## src/rtl/cpu_clock_ctrl_if.sv

```systemverilog
// cpu_clock_ctrl_if
// Control/status bundle between the debug front end (buttons, debug bus)
// and the CPU clock controller.
//   run_req/halt_req/step_req : state change requests
//   div_load/div_val/div_ack  : divide-ratio load and its one-cycle acknowledge
//   bp_en/bp_addr/pc          : PC breakpoint compare inputs
//   cpu_ce                    : one-cycle CPU clock-enable pulse
//   state/halted/cycle_cnt    : controller status
interface cpu_clock_ctrl_if;
  logic        run_req;
  logic        halt_req;
  logic        step_req;
  logic        div_load;
  logic [15:0] div_val;
  logic        div_ack;
  logic        bp_en;
  logic [31:0] bp_addr;
  logic [31:0] pc;
  logic        cpu_ce;
  logic [1:0]  state;
  logic        halted;
  logic [31:0] cycle_cnt;

  modport master (
    output run_req, halt_req, step_req, div_load, div_val, bp_en, bp_addr, pc,
    input  div_ack, cpu_ce, state, halted, cycle_cnt
  );

  modport slave (
    input  run_req, halt_req, step_req, div_load, div_val, bp_en, bp_addr, pc,
    output div_ack, cpu_ce, state, halted, cycle_cnt
  );
endinterface

```

## src/rtl/cpu_clock_ctrl.sv

```systemverilog
// cpu_clock_ctrl
// Run/step/halt controller producing a one-clk-cycle CPU clock enable at a
// programmable divide ratio, with single-step, halt and PC breakpoint.
// Ports:
//   clk  : board clock
//   rst  : asynchronous active-high reset
//   bus  : cpu_clock_ctrl_if.slave (requests, divider load, breakpoint,
//          cpu_ce and status outputs)
// state encoding: 0 HALT, 1 RUN, 2 STEP, 3 BRK.
module cpu_clock_ctrl #(
  parameter logic [15:0] DIV_DEFAULT  = 16'd5,
  parameter bit          RUN_ON_RESET = 1'b1
) (
  input  logic             clk,
  input  logic             rst,
  cpu_clock_ctrl_if.slave  bus
);

  typedef enum logic [1:0] {
    S_HALT = 2'd0,
    S_RUN  = 2'd1,
    S_STEP = 2'd2,
    S_BRK  = 2'd3
  } state_t;

  // A zero divide ratio behaves as 1 (enable every cycle).
  function automatic logic [15:0] clamp_div(input logic [15:0] v);
    return (v == 16'd0) ? 16'd1 : v;
  endfunction

  localparam logic [15:0] DIV_INIT  = clamp_div(DIV_DEFAULT);
  localparam state_t      RST_STATE = RUN_ON_RESET ? S_RUN : S_HALT;

  state_t      state_q, state_n;
  logic [15:0] cnt_q, cnt_n;
  logic [15:0] div_q, div_n;
  logic        skip_q, skip_n;
  logic        ce_q, ce_n;
  logic        ack_q;
  logic        halted_q;
  logic [31:0] cyc_q;

  logic at_top;
  logic bp_hit;

  assign at_top = (cnt_q == div_q - 16'd1);
  assign bp_hit = bus.bp_en && (bus.pc == bus.bp_addr) && !skip_q;

  always_comb begin
    state_n = state_q;
    cnt_n   = cnt_q;
    div_n   = div_q;
    skip_n  = skip_q;
    ce_n    = 1'b0;
    case (state_q)
      S_HALT, S_BRK: begin
        cnt_n = 16'd0;
        // halt_req outranks step/run, so it simply blocks them here.
        if (!bus.halt_req) begin
          if (bus.step_req) begin
            state_n = S_STEP;
            if (state_q == S_BRK) skip_n = 1'b1;
          end else if (bus.run_req) begin
            state_n = S_RUN;
            if (state_q == S_BRK) skip_n = 1'b1;
          end
        end
      end
      S_RUN, S_STEP: begin
        if (bus.halt_req) begin
          // Coincident fire is dropped: no pulse at or after the halt edge.
          state_n = S_HALT;
          cnt_n   = 16'd0;
        end else begin
          cnt_n = at_top ? 16'd0 : cnt_q + 16'd1;
          // A divider load on the fire edge suppresses that pulse.
          if (at_top && !bus.div_load) begin
            if (state_q == S_RUN && bp_hit) begin
              state_n = S_BRK;
              cnt_n   = 16'd0;
            end else begin
              // The skipped instruction has now executed (RUN or STEP),
              // so the breakpoint is re-armed.
              ce_n   = 1'b1;
              skip_n = 1'b0;
              if (state_q == S_STEP) state_n = S_HALT;
            end
          end
        end
      end
      default: ;
    endcase
    if (bus.div_load) begin
      div_n = clamp_div(bus.div_val);
      cnt_n = 16'd0;
    end
  end

  always_ff @(posedge clk or posedge rst) begin
    if (rst) begin
      state_q  <= RST_STATE;
      cnt_q    <= 16'd0;
      div_q    <= DIV_INIT;
      skip_q   <= 1'b0;
      ce_q     <= 1'b0;
      ack_q    <= 1'b0;
      halted_q <= !RUN_ON_RESET;
      cyc_q    <= 32'd0;
    end else begin
      state_q  <= state_n;
      cnt_q    <= cnt_n;
      div_q    <= div_n;
      skip_q   <= skip_n;
      ce_q     <= ce_n;
      ack_q    <= bus.div_load;
      halted_q <= (state_n == S_HALT) || (state_n == S_BRK);
      cyc_q    <= cyc_q + {31'd0, ce_n};
    end
  end

  assign bus.cpu_ce    = ce_q;
  assign bus.div_ack   = ack_q;
  assign bus.state     = state_q;
  assign bus.halted    = halted_q;
  assign bus.cycle_cnt = cyc_q;

endmodule

```

## src/flat_wrapper.sv

```systemverilog
// flat-port wrapper written by rule: the top's interface ports become plain ports
module cpu_clock_ctrl_flat 
#(
  parameter logic [15:0] DIV_DEFAULT  = 16'd5,
  parameter bit          RUN_ON_RESET = 1'b1
)
  (clk, rst, bus_run_req, bus_halt_req, bus_step_req, bus_div_load, bus_div_val, bus_bp_en, bus_bp_addr, bus_pc, bus_div_ack, bus_cpu_ce, bus_state, bus_halted, bus_cycle_cnt);
  cpu_clock_ctrl_if bus_i ();
  input  logic clk;
  input  logic rst;
  input wire logic [$bits(bus_i.run_req)-1:0] bus_run_req;
  input wire logic [$bits(bus_i.halt_req)-1:0] bus_halt_req;
  input wire logic [$bits(bus_i.step_req)-1:0] bus_step_req;
  input wire logic [$bits(bus_i.div_load)-1:0] bus_div_load;
  input wire logic [$bits(bus_i.div_val)-1:0] bus_div_val;
  input wire logic [$bits(bus_i.bp_en)-1:0] bus_bp_en;
  input wire logic [$bits(bus_i.bp_addr)-1:0] bus_bp_addr;
  input wire logic [$bits(bus_i.pc)-1:0] bus_pc;
  output wire logic [$bits(bus_i.div_ack)-1:0] bus_div_ack;
  output wire logic [$bits(bus_i.cpu_ce)-1:0] bus_cpu_ce;
  output wire logic [$bits(bus_i.state)-1:0] bus_state;
  output wire logic [$bits(bus_i.halted)-1:0] bus_halted;
  output wire logic [$bits(bus_i.cycle_cnt)-1:0] bus_cycle_cnt;
  assign bus_i.run_req = bus_run_req;
  assign bus_i.halt_req = bus_halt_req;
  assign bus_i.step_req = bus_step_req;
  assign bus_i.div_load = bus_div_load;
  assign bus_i.div_val = bus_div_val;
  assign bus_i.bp_en = bus_bp_en;
  assign bus_i.bp_addr = bus_bp_addr;
  assign bus_i.pc = bus_pc;
  assign bus_div_ack = bus_i.div_ack;
  assign bus_cpu_ce = bus_i.cpu_ce;
  assign bus_state = bus_i.state;
  assign bus_halted = bus_i.halted;
  assign bus_cycle_cnt = bus_i.cycle_cnt;
  cpu_clock_ctrl #(.DIV_DEFAULT(DIV_DEFAULT), .RUN_ON_RESET(RUN_ON_RESET)) u_core (.clk(clk), .rst(rst), .bus(bus_i));
endmodule
```

## config.mk

```make
export PLATFORM = sky130hd
export DESIGN_NAME = cpu_clock_ctrl_flat
export DESIGN_NICKNAME = d
export VERILOG_FILES = /design/src/rtl/cpu_clock_ctrl_if.sv /design/src/rtl/cpu_clock_ctrl.sv /design/src/flat_wrapper.sv
export SDC_FILE = /design/constraint.sdc
export NUM_CORES = 1
export LEC_CHECK = 0
export BUFFER_PORTS_ARGS = -buffer_cell sky130_fd_sc_hd__buf_4
export CELL_PAD_IN_SITES_DETAIL_PLACEMENT = 2
export CELL_PAD_IN_SITES_GLOBAL_PLACEMENT = 2
export CORE_MARGIN = 2
export CORE_UTILIZATION = 32
export DETAILED_ROUTE_END_ITERATION = 16
export PLACE_DENSITY = 0.82
export REMOVE_ABC_BUFFERS = 1
export SLEW_MARGIN = 20
export SYNTH_ARGS = -nofsm -noshare
export SYNTH_HDL_FRONTEND = slang
export SYNTH_SLANG_ARGS = --single-unit
export TNS_END_PERCENT = 5
```

## constraint.sdc

```tcl
create_clock -name clk -period 5.4 [get_ports clk]
set_input_delay 0.27 -clock clk [delete_from_list [all_inputs] [get_ports clk]]
set_output_delay 0.27 -clock clk [all_outputs]
set_load 0.01 [all_outputs]
```

==> impl_metrics.toml <==
[logic_synthesis]
yosysUniqueCellTypes = 60
synth_ff_type = "dfrtp_1"
synth_seq_cells = 70
synth_area_leaders = "dfrtp_1 (41%), xnor2_1 (12%), xor2_1 (8.3%), mux2_2 (4.1%), nor2_1 (3.6%)"
synthCells = 399
ys_seq_area_share_pct = 42.8
synth_top_area_cell = "dfrtp_1"
synth_top_cell_area_share_pct = 40.9
synth_edf_count = 0
synth_area_mm2 = 0.00410
ys_async_sr_fraction_pct = 100
yosysWarnings = 0
synth.avg_cell_area_um2 = 10.3
yosysMostFrequentCell = "dfrtp_1"
synth_common_cells = "dfrtp_1 (67), xnor2_1 (55), nor2_1 (39), xor2_1 (39), nand3_1 (26)"

[global_route]
overflow = 0
grtUsageTotal_pct = 20.4
grt_max_degree = 71
grt_pass1_vias = 4095
grt_antenna_before_repair = 0
grt_pass1_wl_mm = 21.4

[worst_setup_path]
rr_startpoint = "u_core.div_q[1]"
path_class = "flip-flop to flip-flop"
reg2reg_to = "u_core.bus.cycle_cnt[26]"
crit_fanout = 7
critPathArrivalTime_ns = 5.03
reg2reg_slack_ns = 0.58
startpoint_type = "flip-flop"
cp-startpoint = "u_core.div_q[1]"
crit_required_ns = 5.61
endpoint = "u_core.bus.cycle_cnt[26]"
cp-end-kind = "flip-flop"
worstRegToRegCells = 17

[timing]
worst_pin_slew_ns = 0.905
skew_ns = 0.00799
relSlewSlack_pct = 39.6
worst_slack_ns = 0.583
setup_violations = 0
rsz0062_at_grt = "false"
maxSlewViolCount = 0
fin_setup_tns_ns = 0
final-hold-violation-count = 0
fin_crit_ns = 4.82
fmax_mhz = 208
fin_crit_sh_pct = 89.2

[route]
met2WireLength_mm = 7.18
drt-vias-per-instance = 4.97
drc = 0
vias = 3495
met1_length_mm = 5.30
top_layer_used = "met4"
met3_length_um = 587
wl_per_cell_um = 19.0
drt_pre_antenna_iters = 4
final_antenna_net_count = 0
wl_mm = 13.3
drt_iter0_markers = 88

[clocking]
clkLatencyLatePin_ns = 0.33
cts_tree = "yes"
cts_resized = 0
cts_made_buffers = 9
post-cts-setup-buffers = 0
cts_root_buffer = "clkbuf_16"
cts_sinks = 70
postCtsHoldBufs = 0
path_clk_slew_ns = 0.06
cts_max_level = 3
clock_path_buffers = 2

[pwr]
clock_power_share_pct = 42.6
ir_drop_mv = 0.174
power_switching_mw = 0.417
sw_frac_of_total_pct = 27.3
pwr-share-seq_pct = 39.1
finalPower_mw = 1.52
leakage_nw = 2.53
power_per_cell_area_mw_per_mm2 = 275
internal-power_mw = 1.11
combPwrFrac_pct = 18.3

[die]
die_w_um = 117
num_rows = 41
coreArea_mm2 = 0.0126
io_pins = 124
die_h_um = 117
initial_utilization_pct = 32.6
die_area_mm2 = 0.0137

[min_path]
hp-class = "input port to flip-flop"
min_path_cells = 3

[finish]
fillCellCount = 1345
drive_gt1_share_pct = 33.5
multi_input_area_mm2 = 0.00227
regArea_mm2 = 0.00176
n_antenna_cell = 0
nets = 621
area_growth_pct = 35.1

[job]
cap_violations = 0

[placed_design]
pre_cts_ws_ns = 0.707
io_buffers = 123
dp.final_hpwl_mm = 10.0
gp_congestion = 0.798

[run_status]
status = "finished, final reports clean"
## cell type report
type                            count  area share, %
Clock buffer                       11           4.38
Clock inverter                      5           1.47
Inverter                            9          0.610
Multi-Input combinational cell    311           41.0
Sequential cell                    70           31.7
Tap cell                          172           3.88
Timing Repair Buffer              125           16.9
## worst max-delay path, cell delays in order (launching register included)
cell	delay, ns
dfrtp_1	0.41
inv_1	0.09
ha_1	0.31
nor4b_4	0.52
nand4b_4	0.19
nor4b_2	0.45
o31ai_4	0.16
nor3_2	0.21
and2_1	0.21
and3b_2	0.24
ha_1	0.25
ha_1	0.29
nand3_1	0.14
nor3_1	0.52
nand2_1	0.24
nor2_1	0.25
nand2_1	0.10
xnor2_1	0.13
## state kept, by name (all words and copies together), names as in the netlist
| register | flops |
|---|---|
| u_core.bus.state | 2 |
| u_core.div_q | 16 |
| u_core.bus.halted | 1 |
| u_core.bus.cycle_cnt | 32 |
| u_core.bus.div_ack | 1 |
| u_core.bus.cpu_ce | 1 |
| u_core.skip_q | 1 |
| u_core.cnt_q | 16 |
## cells in the final DEF, fill, tap and decap left out, types with 3 or more instances in the layout
master,synthesis,layout
xor2_1,39,39
nand3_1,26,26
nor4_1,13,13
xnor2_1,55,55
clkbuf_16,0,9
mux2_2,15,15
nor3_2,3,3
buf_4,0,125
dfstp_2,3,3
nor3b_1,3,3
nand2_1,25,25
and3_1,9,9
dfrtp_1,67,67
nor3_1,8,8
nand4_1,16,16
nor2_1,39,39
inv_1,9,8
nor2b_1,5,5
ha_1,8,8
## routing by layer
layer  vias to the layer above  global-route usage, %
li1                       1643                      -
met1                      1755                   22.9
met2                        80                   38.7
met3                        17                   4.07
met4                         0                   6.43
met5                         -                      0
## power groups by stage
stage          clock network (mW)  registers [mW]  logic [mW]
4_1_cts                     0.665           0.595       0.285
3_3_place_gp                    0           0.602       0.264
3_5_place_dp                    0           0.604       0.276
2_1_floorplan                   0           0.598       0.154
5_1_grt                     0.684           0.600       0.309
6_report                    0.649           0.595       0.279
## cell families after synthesis
family,after synthesis,synth area share [%]
compound gates,24,5.09
mux,18,4.97
flops,70,42.8
fa+ha+maj,8,2.44
simple gates,167,22.9
xor+xnor,94,20.1
buf+inv,18,1.77
## worst min-delay path by stage
stage | startpoint | endpoint | slack (ns)
after floorplan | bus_div_load | u_core.bus.div_ack | 0.30
after global placement | u_core.bus.cycle_cnt[31] | u_core.bus.cycle_cnt[31] | 0.47
after detailed placement | u_core.bus.cycle_cnt[31] | u_core.bus.cycle_cnt[31] | 0.47
after CTS | bus_div_val[1] | u_core.div_q[1] | 0.16
after global routing | bus_halt_req | u_core.skip_q | 0.18
final | bus_div_val[1] | u_core.div_q[1] | 0.17
## per-stage QoR
| stage | hold slack, ns | cells | util, % | cell area [um2] |
|---|---|---|---|---|
| after floorplan | 0.301 | 390 | - | 4060 |
| after global placement | 0.473 | 687 | 41.5 | 5220 |
| after detailed placement | 0.467 | 687 | 41.5 | 5220 |
| after CTS | 0.162 | 703 | 44.1 | 5540 |
| after global routing | 0.180 | 703 | 44.1 | 5540 |
| final | 0.171 | 703 | 44.1 | 5540 |
Power figures use the tool's default switching activity.
